### src/rtl/bocks_pkg.sv
// Shared Bocks definitions: upload FSM states, timeout fill byte, SDRAM byte-lane order.
package bocks_pkg;

    typedef enum logic [1:0] {
        ST_IDLE   = 2'd0,
        ST_LOOKUP = 2'd1,
        ST_FETCH  = 2'd2,
        ST_RESP   = 2'd3
    } upload_state_e;

    localparam logic [7:0] TIMEOUT_FILL = 8'hFF;

    // Byte 0 of a 16-bit SDRAM word lives in mem_data[7:0]
    localparam bit BYTE0_IN_LOW_LANE = 1'b1;

    function automatic logic [7:0] sel_byte(input logic [15:0] word, input logic odd);
        return ((odd ^ ~BYTE0_IN_LOW_LANE) != 1'b0) ? word[15:8] : word[7:0];
    endfunction

endpackage

### src/rtl/bocks_upload_reader.sv
// HPS ioctl upload reader: serves byte reads from SDRAM words through a one-word cache.
// Optional BOCKS_UPLOAD_CHECKSUM_EN adds a modulo-256 upload_sum of returned bytes.
module bocks_upload_reader
    import bocks_pkg::*;
#(
    parameter int unsigned ADDR_W  = 24,
    parameter int unsigned TIMEOUT = 255
) (
    input  logic              clk_sys,
    input  logic              reset_n,
    input  logic              ioctl_upload,
    input  logic              ioctl_rd,
    input  logic [26:0]       ioctl_addr,
    output logic [7:0]        ioctl_din,
    output logic              ioctl_wait,
    output logic              mem_req,
    output logic [ADDR_W-2:0] mem_addr,
    input  logic              mem_ack,
    input  logic [15:0]       mem_data,
    output logic              rd_err
`ifdef BOCKS_UPLOAD_CHECKSUM_EN
    ,
    output logic [7:0]        upload_sum
`endif
);

    localparam int unsigned CNT_W = $clog2(TIMEOUT + 1);
    localparam int unsigned WA_W  = ADDR_W - 1;

    upload_state_e     state_q, state_d;
    logic [ADDR_W-1:0] addr_q, addr_d;
    logic [7:0]        din_q, din_d;
    logic              wait_q, wait_d;
    logic              req_q, req_d;
    logic [WA_W-1:0]   maddr_q, maddr_d;
    logic              err_q, err_d;
    logic              cvld_q, cvld_d;
    logic [WA_W-1:0]   ctag_q, ctag_d;
    logic [15:0]       cdata_q, cdata_d;
    logic [CNT_W-1:0]  cnt_q, cnt_d;
    logic              upload_prev_q, upload_prev_d;
`ifdef BOCKS_UPLOAD_CHECKSUM_EN
    logic [7:0]        sum_q, sum_d;
`endif

    logic             upload_rise;
    logic [CNT_W-1:0] cnt_inc;
    logic [WA_W-1:0]  word_addr;

    if (ADDR_W < 27) begin : g_addr_hi
        logic unused_addr_hi;
        assign unused_addr_hi = ^ioctl_addr[26:ADDR_W];
    end

    assign upload_rise = ioctl_upload & ~upload_prev_q;
    assign word_addr   = addr_q[ADDR_W-1:1];
    // Saturating count of FETCH cycles; never wraps back to zero
    assign cnt_inc     = (cnt_q == CNT_W'(TIMEOUT)) ? cnt_q : cnt_q + CNT_W'(1);

    always_comb begin
        state_d       = state_q;
        addr_d        = addr_q;
        din_d         = din_q;
        wait_d        = wait_q;
        req_d         = req_q;
        maddr_d       = maddr_q;
        err_d         = err_q;
        cvld_d        = cvld_q;
        ctag_d        = ctag_q;
        cdata_d       = cdata_q;
        cnt_d         = cnt_q;
        upload_prev_d = ioctl_upload;
`ifdef BOCKS_UPLOAD_CHECKSUM_EN
        sum_d         = sum_q;
`endif

        if (upload_rise) begin
            cvld_d = 1'b0;
            err_d  = 1'b0;
`ifdef BOCKS_UPLOAD_CHECKSUM_EN
            sum_d  = 8'h00;
`endif
        end

        // Upload ended while busy: abandon the transfer; a late mem_ack finds us in IDLE
        if ((state_q != ST_IDLE) && !ioctl_upload) begin
            state_d = ST_IDLE;
            wait_d  = 1'b0;
            req_d   = 1'b0;
            cvld_d  = 1'b0;
        end else begin
            case (state_q)
                ST_IDLE: begin
                    if (ioctl_rd && ioctl_upload) begin
                        addr_d  = ioctl_addr[ADDR_W-1:0];
                        wait_d  = 1'b1;
                        state_d = ST_LOOKUP;
                    end
                end
                ST_LOOKUP: begin
                    if (cvld_q && (ctag_q == word_addr)) begin
                        din_d   = sel_byte(cdata_q, addr_q[0]);
                        state_d = ST_RESP;
                    end else begin
                        req_d   = 1'b1;
                        maddr_d = word_addr;
                        cnt_d   = '0;
                        state_d = ST_FETCH;
                    end
                end
                ST_FETCH: begin
                    if (mem_ack) begin
                        req_d   = 1'b0;
                        cdata_d = mem_data;
                        ctag_d  = word_addr;
                        cvld_d  = 1'b1;
                        din_d   = sel_byte(mem_data, addr_q[0]);
                        state_d = ST_RESP;
                    end else if (cnt_inc == CNT_W'(TIMEOUT)) begin
                        req_d   = 1'b0;
                        din_d   = TIMEOUT_FILL;
                        err_d   = 1'b1;
                        cvld_d  = 1'b0;
                        state_d = ST_RESP;
                    end else begin
                        cnt_d = cnt_inc;
                    end
                end
                ST_RESP: begin
                    wait_d  = 1'b0;
                    state_d = ST_IDLE;
`ifdef BOCKS_UPLOAD_CHECKSUM_EN
                    sum_d   = sum_q + din_q;
`endif
                end
                default: state_d = ST_IDLE;
            endcase
        end
    end

    always_ff @(posedge clk_sys or negedge reset_n) begin
        if (!reset_n) begin
            state_q       <= ST_IDLE;
            addr_q        <= '0;
            din_q         <= 8'h00;
            wait_q        <= 1'b0;
            req_q         <= 1'b0;
            maddr_q       <= '0;
            err_q         <= 1'b0;
            cvld_q        <= 1'b0;
            ctag_q        <= '0;
            cdata_q       <= 16'h0000;
            cnt_q         <= '0;
            upload_prev_q <= 1'b0;
`ifdef BOCKS_UPLOAD_CHECKSUM_EN
            sum_q         <= 8'h00;
`endif
        end else begin
            state_q       <= state_d;
            addr_q        <= addr_d;
            din_q         <= din_d;
            wait_q        <= wait_d;
            req_q         <= req_d;
            maddr_q       <= maddr_d;
            err_q         <= err_d;
            cvld_q        <= cvld_d;
            ctag_q        <= ctag_d;
            cdata_q       <= cdata_d;
            cnt_q         <= cnt_d;
            upload_prev_q <= upload_prev_d;
`ifdef BOCKS_UPLOAD_CHECKSUM_EN
            sum_q         <= sum_d;
`endif
        end
    end

    assign ioctl_din  = din_q;
    assign ioctl_wait = wait_q;
    assign mem_req    = req_q;
    assign mem_addr   = maddr_q;
    assign rd_err     = err_q;
`ifdef BOCKS_UPLOAD_CHECKSUM_EN
    assign upload_sum = sum_q;
`endif

endmodule

### config.mk
export PLATFORM = sky130hd
export DESIGN_NAME = bocks_upload_reader
export DESIGN_NICKNAME = d
export VERILOG_FILES = /design/src/rtl/bocks_pkg.sv /design/src/rtl/bocks_upload_reader.sv
export SDC_FILE = /design/constraint.sdc
export NUM_CORES = 1
export LEC_CHECK = 0
export BUFFER_PORTS_ARGS = -buffer_cell sky130_fd_sc_hd__buf_4
export CORE_MARGIN = 8
export CORE_UTILIZATION = 40
export CTS_BUF_LIST = sky130_fd_sc_hd__clkbuf_8
export DETAILED_ROUTE_END_ITERATION = 10
export PLACE_DENSITY = 0.69
export SKIP_LAST_GASP = 1
export SLEW_MARGIN = 40
export SYNTH_ARGS = -nofsm -noshare
export SYNTH_HDL_FRONTEND = slang
export SYNTH_SLANG_ARGS = --single-unit
export TNS_END_PERCENT = 10
### constraint.sdc
create_clock -name clk_sys -period 4.4 [get_ports clk_sys]
set_input_delay 0.88 -clock clk_sys [delete_from_list [all_inputs] [get_ports clk_sys]]
set_output_delay 0.88 -clock clk_sys [all_outputs]
set_load 0.05 [all_outputs]
==> results.tsv <==
stage	metric	value	unit
yosys	synth_largest_area_cell	dfrtp_1	
cts	ctsResizeCount	0	
yosys	yosysWarningCount	0	
yosys	synth_cell_types	48	
yosys	ys_async_sr_fraction	100	%
placement	placed_cells	639	
yosys	synth.avg_cell_area	12.5	um^2
critical_path	worstPathMaxFanout	10	
routing	drtIter0Drc	240	
cts	path_clk_slew	0.10	ns
power	power	4.52	mW
critical_path	endpoint_kind	flip-flop	
critical_path	regToRegSetupSlack	1.34	ns
routing	post-route-drc-count	0	
global_routing	gr-total-overflow	0	
routing	wl_met2	5.38	mm
routing	vias_per_cell	5.30	
cts	clock_latency	0.37	ns
critical_path	crit-reg2reg-launch	cnt_q[0]	
die	std_cell_rows	41	
routing	top_layer_used	met4	
finish	layout_commonest_cell	dfrtp_1	
yosys	netlist.area_leader.share	53.6	%
global_routing	antenna_found_initial	0	
die	die_h	129	um
routing	dr.pass1.iters	5	
timing	setup_violations	0	
placement	gp_congestion	0.812	
routing	wl_per_cell	16.7	um
yosys	synthXorXnorAreaFrac	3.44	%
yosys	synth_adder_area_share	1.23	%
timing	hold_viol	0	
placement	place_ws	1.35	ns
placement	io_buffers	78	
cts	hold_buffers	0	
cts	numCtsBuffers	9	
timing	drv_slew	0	
power	ir_drop	0.470	mV
critical_path	critical_path_class	reg2reg	
finish	layout.nets	531	
timing	max_clock_freq	326	MHz
yosys	synth_compound_area_share	8.51	%
critical_path	cp.required	4.67	ns
global_routing	grt_usage	13.8	%
die	ios	82	
die	die_w	129	um
yosys	ys_ff_latch	109	
timing	fin_crit_sh	69.6	%
worst_hold_path	hp-class	in2async	
finish	stdcell_area	0.00599	mm^2
global_routing	grt_pass1_vias	3628	
placement	hpwlAfterDp	7.75	mm
yosys	ys_seq_area_share	53.6	%
routing	routed_wl	11.0	mm
timing	tightest_slew	0.693	ns
yosys	synth_top_family_by_area	multiplexers	
yosys	synth_flop_cell	dfrtp_1	
die	fp.coreArea	0.0125	mm^2
die	initial_utilization	40.6	%
routing	dr_wl_met3	579	um
cts	cts.sink_count	109	
critical_path	crit_path_start_kind	flip-flop	
job	drv_cap	0	
timing	period_needed	3.06	ns
yosys	synth-simple-area-share	8.12	%
finish	diodes	0	
timing	setup-tns-final	0	ns
outcome	status	completed	
timing	whs	0.433	ns
yosys	netlist_instances	406	
yosys	synth-edff-count	0	
die	dieArea	0.0166	mm^2
routing	drt-met1-wl	4.84	mm
yosys	synthMuxAreaShare	21.9	%
global_routing	grt_max_degree	45	
timing	clock_skew	0.00987	ns
yosys	synthTopCellsByArea	dfrtp_1 54%, mux2_2 20%, xnor2_1 2.4%	
global_routing	grt_pass1_wl	18.1	mm
placement	postPlaceCellArea	0.00582	mm^2
yosys	syn_area	0.00509	mm^2
timing	slew-limit-headroom	53.8	%
critical_path	worst_ep_arrival_time	3.33	ns
cts	cts_tree	yes	
timing	rsz0062_at_grt	false	
critical_path	rr_endpoint	ioctl_din[1]	
timing	setup_slack	1.34	ns
finish	final_util	47.8	%
yosys	postSynthNetCount	459	
routing	antenna_left	0	
cts	post_cts_buffers	0	
finish	layout_common_cells	108 x dfrtp_1, 91 x mux2_2, 83 x buf_4	
critical_path	ff2ff_path_depth	7	
finish	final_layout_size_suffix_gt1_share	41.3	%
cts	cts_root_buf	clkbuf_8	
routing	vias	3469	
cts	h-tree-depth	3	
power	power_density	755	mW/mm^2
finish	area_growth	17.7	%
power	leakage	2.66	nW
cts	clock_path_buffers	2	
finish	instances_no_fill	654	
==> registers in the layout, summed over array words and instances, names as in the netlist, 2 cells and up <==
name / count
ctag_q: 23
state_q: 2
ioctl_din: 8
mem_addr: 23
cnt_q: 8
cdata_q: 16
addr_q: 24
==> Yosys cell counts (4+ instances only) <==
| master | number |
|---|---|
| ha_1 | 5 |
| clkbuf_1 | 15 |
| a21oi_1 | 7 |
| nor2b_1 | 8 |
| nor3_1 | 4 |
| a211oi_1 | 9 |
| mux2i_1 | 9 |
| nand3_1 | 11 |
| o21ai_0 | 14 |
| xor2_1 | 6 |
| nand2_1 | 14 |
| dfrtp_1 | 109 |
| mux2_2 | 91 |
| xnor2_1 | 14 |
| inv_1 | 13 |
| nor2_1 | 6 |
| a31oi_1 | 13 |
| nand4_1 | 9 |
| o22ai_1 | 4 |
==> where the power goes <==
| part | internal, mW | switching, mW | total (mW) | leakage, nW |
|---|---|---|---|---|
| logic | 0.949 | 1.16 | 2.11 | 1.25 |
| clock network | 0.203 | 0.338 | 0.541 | 0.0852 |
| registers | 1.48 | 0.394 | 1.87 | 1.33 |
==> per-layer routing <==
metal	GRT usage (%)	vias up
met5	0	-
met4	4.35	0
met3	3.89	11
met2	23.4	90
met1	16.7	1748
li1	-	1620
==> worst max-delay path, cell delays in order (launching register included) <==
cell	delay, ns
dfrtp_1	0.54
ha_1	0.33
nand4_1	0.26
o22ai_1	0.20
nand4_1	0.17
or2_1	0.38
a221oi_4	0.66
mux2_2	0.41
==> worst max-delay path by stage <==
stage | from | endpoint | cells past startpoint
floorplan | cnt_q[1] | ioctl_din[0] | 8
global placement | addr_q[21] | ioctl_din[7] | 6
detailed placement | addr_q[21] | ioctl_din[1] | 6
CTS | addr_q[21] | ioctl_din[1] | 6
global route | cnt_q[0] | ioctl_din[1] | 7
finish | cnt_q[0] | ioctl_din[1] | 7
==> cells by family after synthesis <==
logic type | after synthesis
flip-flops | 109
multiplexers | 100
buffers and inverters | 35
adder cells (fa/ha/maj) | 5
AND/OR/NAND/NOR | 74
AO/OA/AOI/OAI | 63
XOR/XNOR | 20
==> layout make-up <==
cell class / count / area [um^2]
repair buffers: 83 / 623
clock buffers: 9 / 124
flip-flops and latches: 109 / 2730
fillers: 1153 / 6530
well taps: 172 / 215
inverters: 13 / 48.8
multi-input cells: 262 / 2210
clock inverters: 6 / 40.0
Note: power is estimated with default switching activity, not from simulation.
